===== config.mk =====
export PLATFORM = sky130hd
export DESIGN_NAME = instruction_fetch
export DESIGN_NICKNAME = d
export VERILOG_FILES = /design/src/rtl/fetch_pkg.sv /design/src/rtl/fetch_queue.sv /design/src/rtl/instruction_fetch.sv
export SDC_FILE = /design/constraint.sdc
export NUM_CORES = 1
export LEC_CHECK = 0
export BUFFER_PORTS_ARGS = -buffer_cell sky130_fd_sc_hd__buf_4
export CAP_MARGIN = 20
export CELL_PAD_IN_SITES_DETAIL_PLACEMENT = 1
export CELL_PAD_IN_SITES_GLOBAL_PLACEMENT = 1
export CORE_ASPECT_RATIO = 0.75
export CORE_UTILIZATION = 39
export DETAILED_ROUTE_END_ITERATION = 8
export GPL_ROUTABILITY_DRIVEN = 0
export PLACE_DENSITY = 0.76
export SLEW_MARGIN = 20
export SYNTH_ARGS = -nofsm -noshare
export SYNTH_HDL_FRONTEND = slang
export SYNTH_SLANG_ARGS = --single-unit

===== constraint.sdc =====
create_clock -name clock -period 6.1 [get_ports clock]
set_input_delay 1.83 -clock clock [delete_from_list [all_inputs] [get_ports clock]]
set_output_delay 1.83 -clock clock [all_outputs]
set_load 0.03 [all_outputs]

===== src/rtl/fetch_pkg.sv =====
// Shared types and constants for the instruction fetch stage.
package fetch_pkg;

    localparam int WORD_W = 32;
    localparam logic [WORD_W-1:0] PC_STEP = 32'd4;
    localparam logic [WORD_W-1:0] PC_READ_OFFSET = 32'd8;

    typedef struct packed {
        logic [WORD_W-1:0] instruction;
        logic [WORD_W-1:0] pc;
    } fetch_entry_t;

    function automatic logic [WORD_W-1:0] align_word(input logic [WORD_W-1:0] addr);
        return addr & ~(PC_STEP - 32'd1);
    endfunction

endpackage


===== src/rtl/fetch_queue.sv =====
// Prefetch FIFO of {instruction, pc} entries with synchronous flush; flush wins over push.
module fetch_queue
    import fetch_pkg::*;
#(
    parameter int DEPTH = 2,
    localparam int CW = $clog2(DEPTH + 1),
    localparam int PW = (DEPTH > 1) ? $clog2(DEPTH) : 1
) (
    input  logic         clock,
    input  logic         reset,
    input  logic         push,
    input  fetch_entry_t push_data,
    input  logic         pop,
    input  logic         flush,
    output fetch_entry_t head,
    output logic [CW-1:0] count,
    output logic         empty
);

    fetch_entry_t  storage [DEPTH];
    logic [PW-1:0] rd_ptr;
    logic [PW-1:0] wr_ptr;
    logic          full;
    logic          do_push;
    logic          do_pop;

    function automatic logic [PW-1:0] next_ptr(input logic [PW-1:0] ptr);
        return (ptr == PW'(DEPTH - 1)) ? '0 : ptr + 1'b1;
    endfunction

    assign empty   = (count == '0);
    assign full    = (count == CW'(DEPTH));
    assign do_pop  = pop && !empty && !flush;
    // A push into a full queue is legal only when the head leaves in the same cycle.
    assign do_push = push && !flush && (!full || do_pop);
    assign head    = storage[rd_ptr];

    always_ff @(posedge clock) begin
        if (reset || flush) begin
            rd_ptr <= '0;
            wr_ptr <= '0;
            count  <= '0;
        end else begin
            if (do_push) wr_ptr <= next_ptr(wr_ptr);
            if (do_pop)  rd_ptr <= next_ptr(rd_ptr);
            case ({do_push, do_pop})
                2'b10:   count <= count + 1'b1;
                2'b01:   count <= count - 1'b1;
                default: count <= count;
            endcase
        end
    end

    // NOTE: the storage array is deliberately not reset; the pointers and count alone decide which entries are valid.
    always_ff @(posedge clock) begin
        if (do_push) storage[wr_ptr] <= push_data;
    end

endmodule


===== src/rtl/instruction_fetch.sv =====
// Fetch stage: PC, credit-limited imem requests, prefetch queue and branch redirect.
// Optional FETCH_BYPASS_EN presents a response straight to the output when the queue is empty.
module instruction_fetch
    import fetch_pkg::*;
#(
    parameter int          QUEUE_DEPTH = 2,
    parameter logic [31:0] RESET_PC    = 32'h0000_0000
) (
    input  logic        clock,
    input  logic        reset,
    output logic        imem_req_valid,
    input  logic        imem_req_ready,
    output logic [31:0] imem_req_addr,
    input  logic        imem_resp_valid,
    input  logic [31:0] imem_resp_data,
    input  logic        branch_taken,
    input  logic [31:0] branch_target,
    input  logic        stall,
    output logic        instr_valid,
    output logic [31:0] instruction,
    output logic [31:0] instr_pc,
    output logic [31:0] instr_pc_plus8
);

    localparam int CW = $clog2(QUEUE_DEPTH + 1);

    logic [31:0]   fetch_pc;
    logic [31:0]   resp_pc;
    logic [CW-1:0] outstanding;
    logic [CW-1:0] drop;

    fetch_entry_t  q_head;
    fetch_entry_t  q_in;
    logic [CW-1:0] q_count;
    logic          q_empty;
    logic          q_push;
    logic          q_pop;

    logic          req_fire;
    logic          resp_live;
    logic          bypass_hit;
    logic          dequeue;
    logic [CW:0]   credit_used;

    assign req_fire  = imem_req_valid && imem_req_ready;
    assign resp_live = imem_resp_valid && (drop == '0) && !branch_taken;

`ifdef FETCH_BYPASS_EN
    assign bypass_hit = resp_live && q_empty;
`else
    assign bypass_hit = 1'b0;
`endif

    assign instr_valid = !q_empty || bypass_hit;
    assign dequeue     = instr_valid && !stall;
    assign q_pop       = dequeue && !q_empty;
    // A bypassed word that is consumed immediately never needs a queue slot.
    assign q_push      = resp_live && !(bypass_hit && !stall);
    assign q_in        = '{instruction: imem_resp_data, pc: resp_pc};

    // Words already buffered plus words still owed by memory must fit the queue.
    assign credit_used    = {1'b0, q_count} + {1'b0, outstanding} - (CW+1)'(dequeue);
    assign imem_req_valid = !reset && !branch_taken && (credit_used < (CW+1)'(QUEUE_DEPTH));
    assign imem_req_addr  = fetch_pc;

    // NOTE: every output gets a default first so no path through this block can infer a latch.
    always_comb begin
        instruction = '0;
        instr_pc    = resp_pc;
        if (!q_empty) begin
            instruction = q_head.instruction;
            instr_pc    = q_head.pc;
        end else if (bypass_hit) begin
            instruction = imem_resp_data;
        end
    end

    assign instr_pc_plus8 = instr_pc + PC_READ_OFFSET;

    // NOTE: non-blocking assignments so every register here updates from pre-edge values.
    always_ff @(posedge clock) begin
        if (reset) begin
            fetch_pc    <= RESET_PC;
            resp_pc     <= RESET_PC;
            outstanding <= '0;
            drop        <= '0;
        end else if (branch_taken) begin
            // Everything still in flight after this cycle's response belongs to the old path.
            fetch_pc    <= align_word(branch_target);
            resp_pc     <= align_word(branch_target);
            outstanding <= outstanding - CW'(imem_resp_valid);
            drop        <= outstanding - CW'(imem_resp_valid);
        end else begin
            if (req_fire) fetch_pc <= fetch_pc + PC_STEP;
            if (imem_resp_valid) begin
                if (drop != '0) drop <= drop - 1'b1;
                else            resp_pc <= resp_pc + PC_STEP;
            end
            outstanding <= outstanding + CW'(req_fire) - CW'(imem_resp_valid);
        end
    end

    fetch_queue #(
        .DEPTH(QUEUE_DEPTH)
    ) u_queue (
        .clock    (clock),
        .reset    (reset),
        .push     (q_push),
        .push_data(q_in),
        .pop      (q_pop),
        .flush    (branch_taken),
        .head     (q_head),
        .count    (q_count),
        .empty    (q_empty)
    );

endmodule


# After elaboration in Yosys (flattened, before gate mapping)
# Memory sizes are Yosys's and may differ from the RTL's. A register that Yosys moved wholly into a read port is not among the register bits.
# Index checks and enable logic that the tools add are counted.
# classes
mux,18
order_cmp,1
n_eq_ne,4
n_bitwise,1
addsub,13
n_reduce_logical,29
# op_table
op,n
$mux 32,7
$add 32x3->32 const B,2
$add 32x4->32 const B,1
$logic_and 1x1->1,11
$reduce_bool 2->1,5
$mux 2,4
$mux 1,6
$reduce_and 2->1,3
$logic_not 1->1,5
$eq 2x2->1 const B,2
$logic_not 2->1,2
$pmux 2 s2,1
$sub 2x1->2,2
$sub 2x1->2 const B,2
$add 2x2->3,1
$lt 3x2->1 const B,1
$sub 3x1->3,1
$add 1x1->1 const B,2
$add 2x1->2,1
$add 2x1->2 const B,1
$eq 2x1->1 const B,1
$logic_or 1x1->1,2
$ne 2x2->1 const B,1
$reduce_or 2->1,1
$not 1->1,1
# totals
ram_bits,128
wordCells,76
input_bits,70
ff_bits,72
mem_count,1
# mem_list
name,words,word_bits,rd,rd_ports_with_merged_regs,write_ports,line,text
u_queue.storage,2,64,1,1,1,fetch_queue.sv:20,fetch_entry_t storage [DEPTH];

# Logic depth before layout (Yosys ltp)
# Gate-level depths: netlist of the first run.
# logic_depth
depth_word,10
ltp_mapped,20
mapped_depth_nobuf,15

# Cells and area by module
# Synthesis of the first run repeated with hierarchy kept, for this count alone.
# hier_totals
cells_unflattened,896
area_unflattened_um2,10212.3
# by_module_without_submodules
mod,n_inst,area_per_inst_um2,seq_area_each_um2,cells_each
fetch_queue,1,5176.2,3943.8,230
instruction_fetch,1,5036.1,1281.2,666

# Worst setup path before layout of the first run
# OpenSTA, ideal clock, no wires.
# synth_path
path_type,input to register
startpoint,in branch_taken
endpoint,mem u_queue.storage[0][10] (netlist bit) (enable)
required_time_ns,5.618
arrival_time_ns,5.023
path_stages,4
setup_slack_ns,0.595
cell_sequence,buf_2 > a311oi_1 > inv_1 > nor2_1
# synth_between
elab_chain_len,6
# synth_lines
element,line,text
"start, declared",instruction_fetch.sv:16,"input logic branch_taken,"
$logic_not 1->1 *,"fetch_queue.sv:33, fetch_queue.sv:35, instruction_fetch.sv:46",
"$logic_and 1x1->1, on equally long branches","instruction_fetch.sv:46, fetch_queue.sv:33",
$logic_and 1x1->1 / $logic_or 1x1->1 (equally long branches),fetch_queue.sv:35,assign do_push = push && !flush && (!full || do_pop);
$logic_and 1x1->1 *,fetch_queue.sv:35,
$mux 1 *,fetch_queue.sv:56,if (do_push) storage[wr_ptr] <= push_data;
$mux 1 (implied by the code) *,fetch_queue.sv:56,
"end, declared",fetch_queue.sv:20,
# Mark *: on every way between the ends. The rest lies on a longest branch, timed or not.

==> results of run 1 <==
## final timing paths
path,from,to,cells past startpoint,slack [ns]
max,flop,instr_pc_plus8[15],8,0.71
min,imem_req_addr[29]$_SDFFE_PP0P_,imem_req_addr[29]$_SDFFE_PP0P_,2,0.53
max reg2reg,u_queue.count[1]$_SDFFE_PP0P_,outstanding[1]$_SDFF_PP0_,17,2.35
min reg2reg,imem_req_addr[29]$_SDFFE_PP0P_,imem_req_addr[29]$_SDFFE_PP0P_,2,0.53
## Yosys cell counts, types with 7 or more instances
cell type  count
edfxtp_1     124
nor2_1        97
dfxtp_1       69
mux2i_1       67
nand2_1       61
xnor2_1       47
inv_1         37
nor3_1        31
o21ai_0       31
a21oi_1       26
clkbuf_1      22
xor2_1        22
a31oi_1       19
nand3_1       19
nand4_1       18
a211oi_1      17
and3_1        13
mux2_2        11
or3_1         11
ha_1          10
and2_1         9
buf_1          9
buf_4          9
a21o_1         7
nor4_1         7
## routing by layer
layer	global-route usage	share of wire
met1	0.3093	0.49
met3	0.04229	0.063
met4	0.07049	0.013
met2	0.3393	0.43
met5	0	0
## sequential cells by signal, indices dropped and copies added (netlist names), named ones only
| register | flops |
|---|---|
| u_queue.storage | 124 |
| drop | 2 |
| u_queue.count | 2 |
| u_queue.rd_ptr | 1 |
| resp_pc | 30 |
| u_queue.wr_ptr | 1 |
| outstanding | 2 |
| imem_req_addr | 30 |
## final cells by class
type,count,area (µm²)
Inverter,39,151.4
Multi-Input combinational cell,598,4015
Tap cell,331,414.1
Fill cell,2626,12180
Timing Repair Buffer,205,1539
Clock buffer,18,429.2
Sequential cell,193,5109
Clock inverter,14,137.6
## worst max-delay path: cells and delay by family (launching register included)
family | cells | cell delay (ns)
xor+xnor | 1 | 0.14
buf+inv | 2 | 0.77
flops | 1 | 0.66
mux | 2 | 0.40
simple gates | 3 | 1.13
## cell families (layout without fill, tap and decap cells)
logic type,after synthesis,after routing
XOR/XNOR,70,70
AND/OR/NAND/NOR,304,304
other,1,6
buffers and inverters,88,276
AO/OA/AOI/OAI,127,127
flip-flops,193,193
multiplexers,80,80
adder cells (fa/ha/maj),11,11
## stage by stage
stage	cells	total power, mW	utilization	area (µm²)
after floorplan	879	1.857	-	9529
after global placement	1366	2.051	0.4684	11230
after global routing	1398	3.242	0.4920	11800
after CTS	1398	3.164	0.4920	11800
after detailed placement	1366	2.070	0.4684	11230
final	1398	3.139	0.4920	11800
## power breakdown
part | switching (mW) | internal [mW]
registers | 0.0590 | 1.45
clock network | 0.555 | 0.544
logic | 0.334 | 0.196
==> results.py, run 1 <==
metrics = {
    "status": {
        "status": "finished clean",
    },
    "clock_network": {
        "worst_skew_pair.late_latency_ns": 0.45,
        "cts_resized": 0,
        "cts_buffers": 17,
        "post_cts_buffers": 0,
        "root_buffer": "clkbuf_16",
        "ctsHtreeMaxLevel": 4,
        "cts_buffer_depth": 2,
        "path_clk_slew_ns": 0.07,
        "cts_sinks": 193,
        "cts_hold_buf": 0,
        "cts_tree": "yes",
    },
    "yosys": {
        "avgSynthCellArea_um2": 10.88,
        "ys.warnings.count": 0,
        "synth-seq-cells": 193,
        "synth_top_area_frac": 0.3915,
        "yosysSeqAreaShare": 0.5368,
        "netlist_area_um2": 9510,
        "synthAdderAreaFrac": 0.01526,
        "yosysTopAreaCell": "edfxtp_1",
        "synth-xor-area-share": 0.06525,
        "ys_types": 66,
        "yosys.area_share.simple": 0.1675,
        "synthMuxAreaShare": 0.08591,
        "synth_edf_count": 124,
        "ys.flop_type": "edfxtp_1",
        "synthCells": 874,
        "synth-compound-area-share": 0.08499,
        "ys_top_cells_by_area": "edfxtp_1, dfxtp_1, mux2i_1",
        "async_reset_ff_frac": 0,
        "synth_top_family_by_area": "simple AND/OR/NAND/NOR gates",
    },
    "worst_setup_path": {
        "slowest_delay_ns": 0.66,
        "worstPathMaxFanout": 34,
        "cp.arrival_ns": 3.56,
        "cp.required_ns": 4.27,
        "endpoint_kind": "output port",
        "crit_path_top_delay_cell": "dfxtp_4",
        "crit_chain": "buf_4, mux2_2, mux2i_1, or2_1, or3_4, or4_4, xnor2_2, buf_4",
        "critPathLaunchType": "flop",
        "crit_type": "reg2out",
        "cp_common_cell": "buf_4",
    },
    "die": {
        "coreArea_um2": 23970,
        "start_util": 0.3967,
        "die_h_um": 137.2,
        "dieArea_um2": 25020,
        "rows": 49,
        "io_pins": 200,
        "die_w_um": 182.3,
    },
    "detailed_routing": {
        "vias": 7403,
        "ant_nets": 0,
        "drc": 0,
        "via_per_inst": 5.295,
        "drtIter0Drc": 468,
        "firstDrtPassIters": 5,
        "wire_per_inst_um": 19.16,
        "wirelength_um": 26790,
    },
    "timing": {
        "worst_pin_slew_ns": 0.8800,
        "relSlewSlack": 0.4133,
        "hold_viol": 0,
        "fin_tns_setup_ns": 0,
        "hold-worst-slack_ns": 0.5278,
        "period_minus_slack_ns": 5.391,
        "rsz0062_at_grt": "no",
        "clock.fmax_ghz": 0.1855,
        "finalSetupViolCount": 0,
        "fin_crit_sh": 0.8837,
        "maxSlewViolCount": 0,
        "fin_ws_ns": 0.7092,
        "skew_ns": 0.01532,
    },
    "power_and_ir_drop": {
        "p_per_area_nw_per_um2": 266.1,
        "ir_worst_vdd_mv": 0.2100,
        "cellLeakagePower_nw": 4.422,
    },
    "cells_and_area": {
        "layout.nets": 1135,
        "final_layout_size_suffix_gt1_frac": 0.2615,
        "syn_to_final_growth_pct": 24.02,
        "layout_commonest_cell": "buf_4",
        "diodes": 0,
        "final_cell_mix": "buf_4, edfxtp_1, nor2_1",
    },
    "flow_run": {
        "maxCapViolations": 0,
    },
    "worst_hold_path": {
        "worstHoldPathType": "reg2reg",
    },
    "global_route": {
        "grt_pass1_vias": 7388,
        "grt_pass1_wl_um": 41550,
        "gr-total-overflow": 0,
        "grtUsageTotal": 0.2191,
        "antenna_found_initial": 0,
        "grt_max_degree": 66,
    },
    "place": {
        "portBuffers": 191,
        "post-dp-hpwl_um": 19380,
        "dp_slack_ns": 0.8122,
    },
}
Power figures use the tool's default switching activity.
==> run 2, diff against run 1 <==
Settings changed: BUFFER_PORTS_ARGS -buffer_cell sky130_fd_sc_hd__buf_4 to -buffer_cell sky130_fd_sc_hd__clkbuf_2.
==> run 2 against run 1 <==
Compared with the run above:
- worst hold slack better by 0.0018 ns
- global-route usage down 0.48 points
- final area down 3.5%
- clock skew about the same
- clock power up 5%
- core utilization down 1.7 points
- non-clock buffer count up 1
- clock-buffer cell count down 1
- worst setup slack better by 0.12 ns
- fmax up 2.3%
- critical path depth unchanged
==> results.py, run 2 (same netlist as run 1, synthesis figures left out) <==
metrics = {
    "power_and_ir_drop": {
        "ir_worst_vdd_mv": 0.1951,
        "cellLeakagePower_nw": 4.320,
        "p_per_area_nw_per_um2": 276.4,
    },
    "cells_and_area": {
        "multi_input_area_um2": 4015,
        "final_layout_size_suffix_gt1_frac": 0.2631,
        "final_cell_mix": "clkbuf_2, edfxtp_1, nor2_1",
        "fill_cells": 2685,
        "fin_util": 0.4748,
        "layout.nets": 1136,
        "top_register": "u_queue.storage",
        "syn_to_final_growth_pct": 19.67,
        "diodes": 0,
        "layout_commonest_cell": "clkbuf_2",
        "largest_register_ffs": 124,
        "postLayoutCellArea_um2": 11380,
        "regArea_um2": 5109,
    },
    "detailed_routing": {
        "firstDrtPassIters": 8,
        "drc": 0,
        "wirelength_um": 26300,
        "ant_nets": 0,
        "vias": 7376,
        "via_per_inst": 5.272,
        "wire_per_inst_um": 18.80,
        "drtIter0Drc": 430,
    },
    "worst_setup_path": {
        "cp_common_cell": "clkbuf_2",
        "critPathLaunchType": "input pin",
        "slowest_delay_ns": 0.38,
        "crit_type": "in2out",
        "cp.required_ns": 4.27,
        "reg2reg_depth": 17,
        "cp.arrival_ns": 3.44,
        "endpoint_kind": "output port",
        "crit_path_top_delay_cell": "fa_1",
        "crit_family": "adder cells",
        "crit_chain": "clkbuf_2, nor2_1, ha_1, nand2b_1, fa_1, xor2_1, and3_1, clkbuf_2",
        "cp_num_cells": 8,
        "worstPathMaxFanout": 3,
        "crit_buf_inv": 2,
    },
    "global_route": {
        "grt_max_degree": 66,
        "grt_pass1_vias": 7127,
        "antenna_found_initial": 0,
        "grt_pass1_wl_um": 40540,
        "gr-total-overflow": 0,
        "grtUsageTotal": 0.2143,
    },
    "clock_network": {
        "cts_buffer_depth": 2,
        "path_clk_slew_ns": 0.08,
        "cts_sinks": 193,
        "worst_skew_pair.late_latency_ns": 0.44,
        "cts_buffers": 17,
        "cts_hold_buf": 0,
        "post_cts_buffers": 0,
        "root_buffer": "clkbuf_16",
        "cts_tree": "yes",
        "ctsHtreeMaxLevel": 4,
        "cts_resized": 0,
    },
    "die": {
        "rows": 49,
        "dieArea_um2": 25020,
        "coreArea_um2": 23970,
        "start_util": 0.3967,
        "die_w_um": 182.3,
        "io_pins": 200,
        "die_h_um": 137.2,
    },
    "timing": {
        "fin_ws_ns": 0.8322,
        "worst_pin_slew_ns": 0.8597,
        "hold_viol": 0,
        "clock.fmax_ghz": 0.1898,
        "finalSetupViolCount": 0,
        "fin_crit_sh": 0.8636,
        "period_minus_slack_ns": 5.268,
        "rsz0062_at_grt": "no",
        "relSlewSlack": 0.4255,
        "hold-worst-slack_ns": 0.5297,
        "fin_tns_setup_ns": 0,
        "skew_ns": 0.01518,
        "maxSlewViolCount": 0,
    },
    "flow_run": {
        "maxCapViolations": 0,
    },
    "status": {
        "status": "finished clean",
    },
    "worst_hold_path": {
        "worstHoldPathType": "reg2reg",
        "worstHoldPathCells": 0,
    },
    "place": {
        "portBuffers": 191,
        "dp_slack_ns": 0.8140,
        "post-dp-hpwl_um": 19040,
        "post_dp_cell_area_um2": 10760,
    },
}
## run 2: cell count changes in the layout (fill, tap and decap cells not counted)
cell | before | now
clkinv_4 | 2 | 0
clkbuf_1 | 1 | 0
inv_8 | 4 | 7
inv_12 | 0 | 1
buf_4 | 205 | 15
clkinv_2 | 0 | 1
clkinvlp_4 | 2 | 0
clkinv_8 | 1 | 6
inv_6 | 6 | 1
clkbuf_2 | 0 | 191
## run 2: worst paths after layout
| path | startpoint | end | slack, ns |
|---|---|---|---|
| hold / removal | resp_pc[15]$_SDFFE_PP0P_ | u_queue.storage[1][15]$_DFFE_PP_ | 0.53 |
| hold reg to reg | resp_pc[15]$_SDFFE_PP0P_ | u_queue.storage[1][15]$_DFFE_PP_ | 0.53 |
| setup / recovery | stall | imem_req_valid | 0.83 |
| setup reg to reg | u_queue.count[1]$_SDFFE_PP0P_ | outstanding[1]$_SDFF_PP0_ | 2.26 |
## run 2: area by class of cell
type,count,share of cell area
flip-flops and latches,193,0.4489
multi-input cells,598,0.3528
repair buffers,206,0.09389
clock buffers,17,0.03738
well taps,331,0.03639
clock inverters,15,0.01737
inverters,39,0.01330
## run 2: metrics by stage
stage                     std cells  total power [mW]
after floorplan                 879             1.857
after global placement         1367             2.003
after detailed placement       1367             2.021
after CTS                      1399             3.172
after global routing           1399             3.262
final                          1399             3.145
## run 2: layer usage
| metal | global-route usage | part of all wire | vias up | wire length, µm |
|---|---|---|---|---|
| met3 | 0.04626 | 0.060 | 10 | 1583 |
| li1 | - | - | 3508 | - |
| met2 | 0.3221 | 0.42 | 244 | 11180 |
| met1 | 0.3144 | 0.51 | 3614 | 13370 |
| met5 | 0 | 0 | - | 0 |
| met4 | 0.04949 | 0.0065 | 0 | 172 |
## run 2: where the power goes
group          switching [mW]  leakage, nW  internal (mW)
Clock                   0.588        0.304          0.567
Combinational           0.331         2.30          0.150
Sequential             0.0590         1.71           1.45
Total                   0.977         4.32           2.17
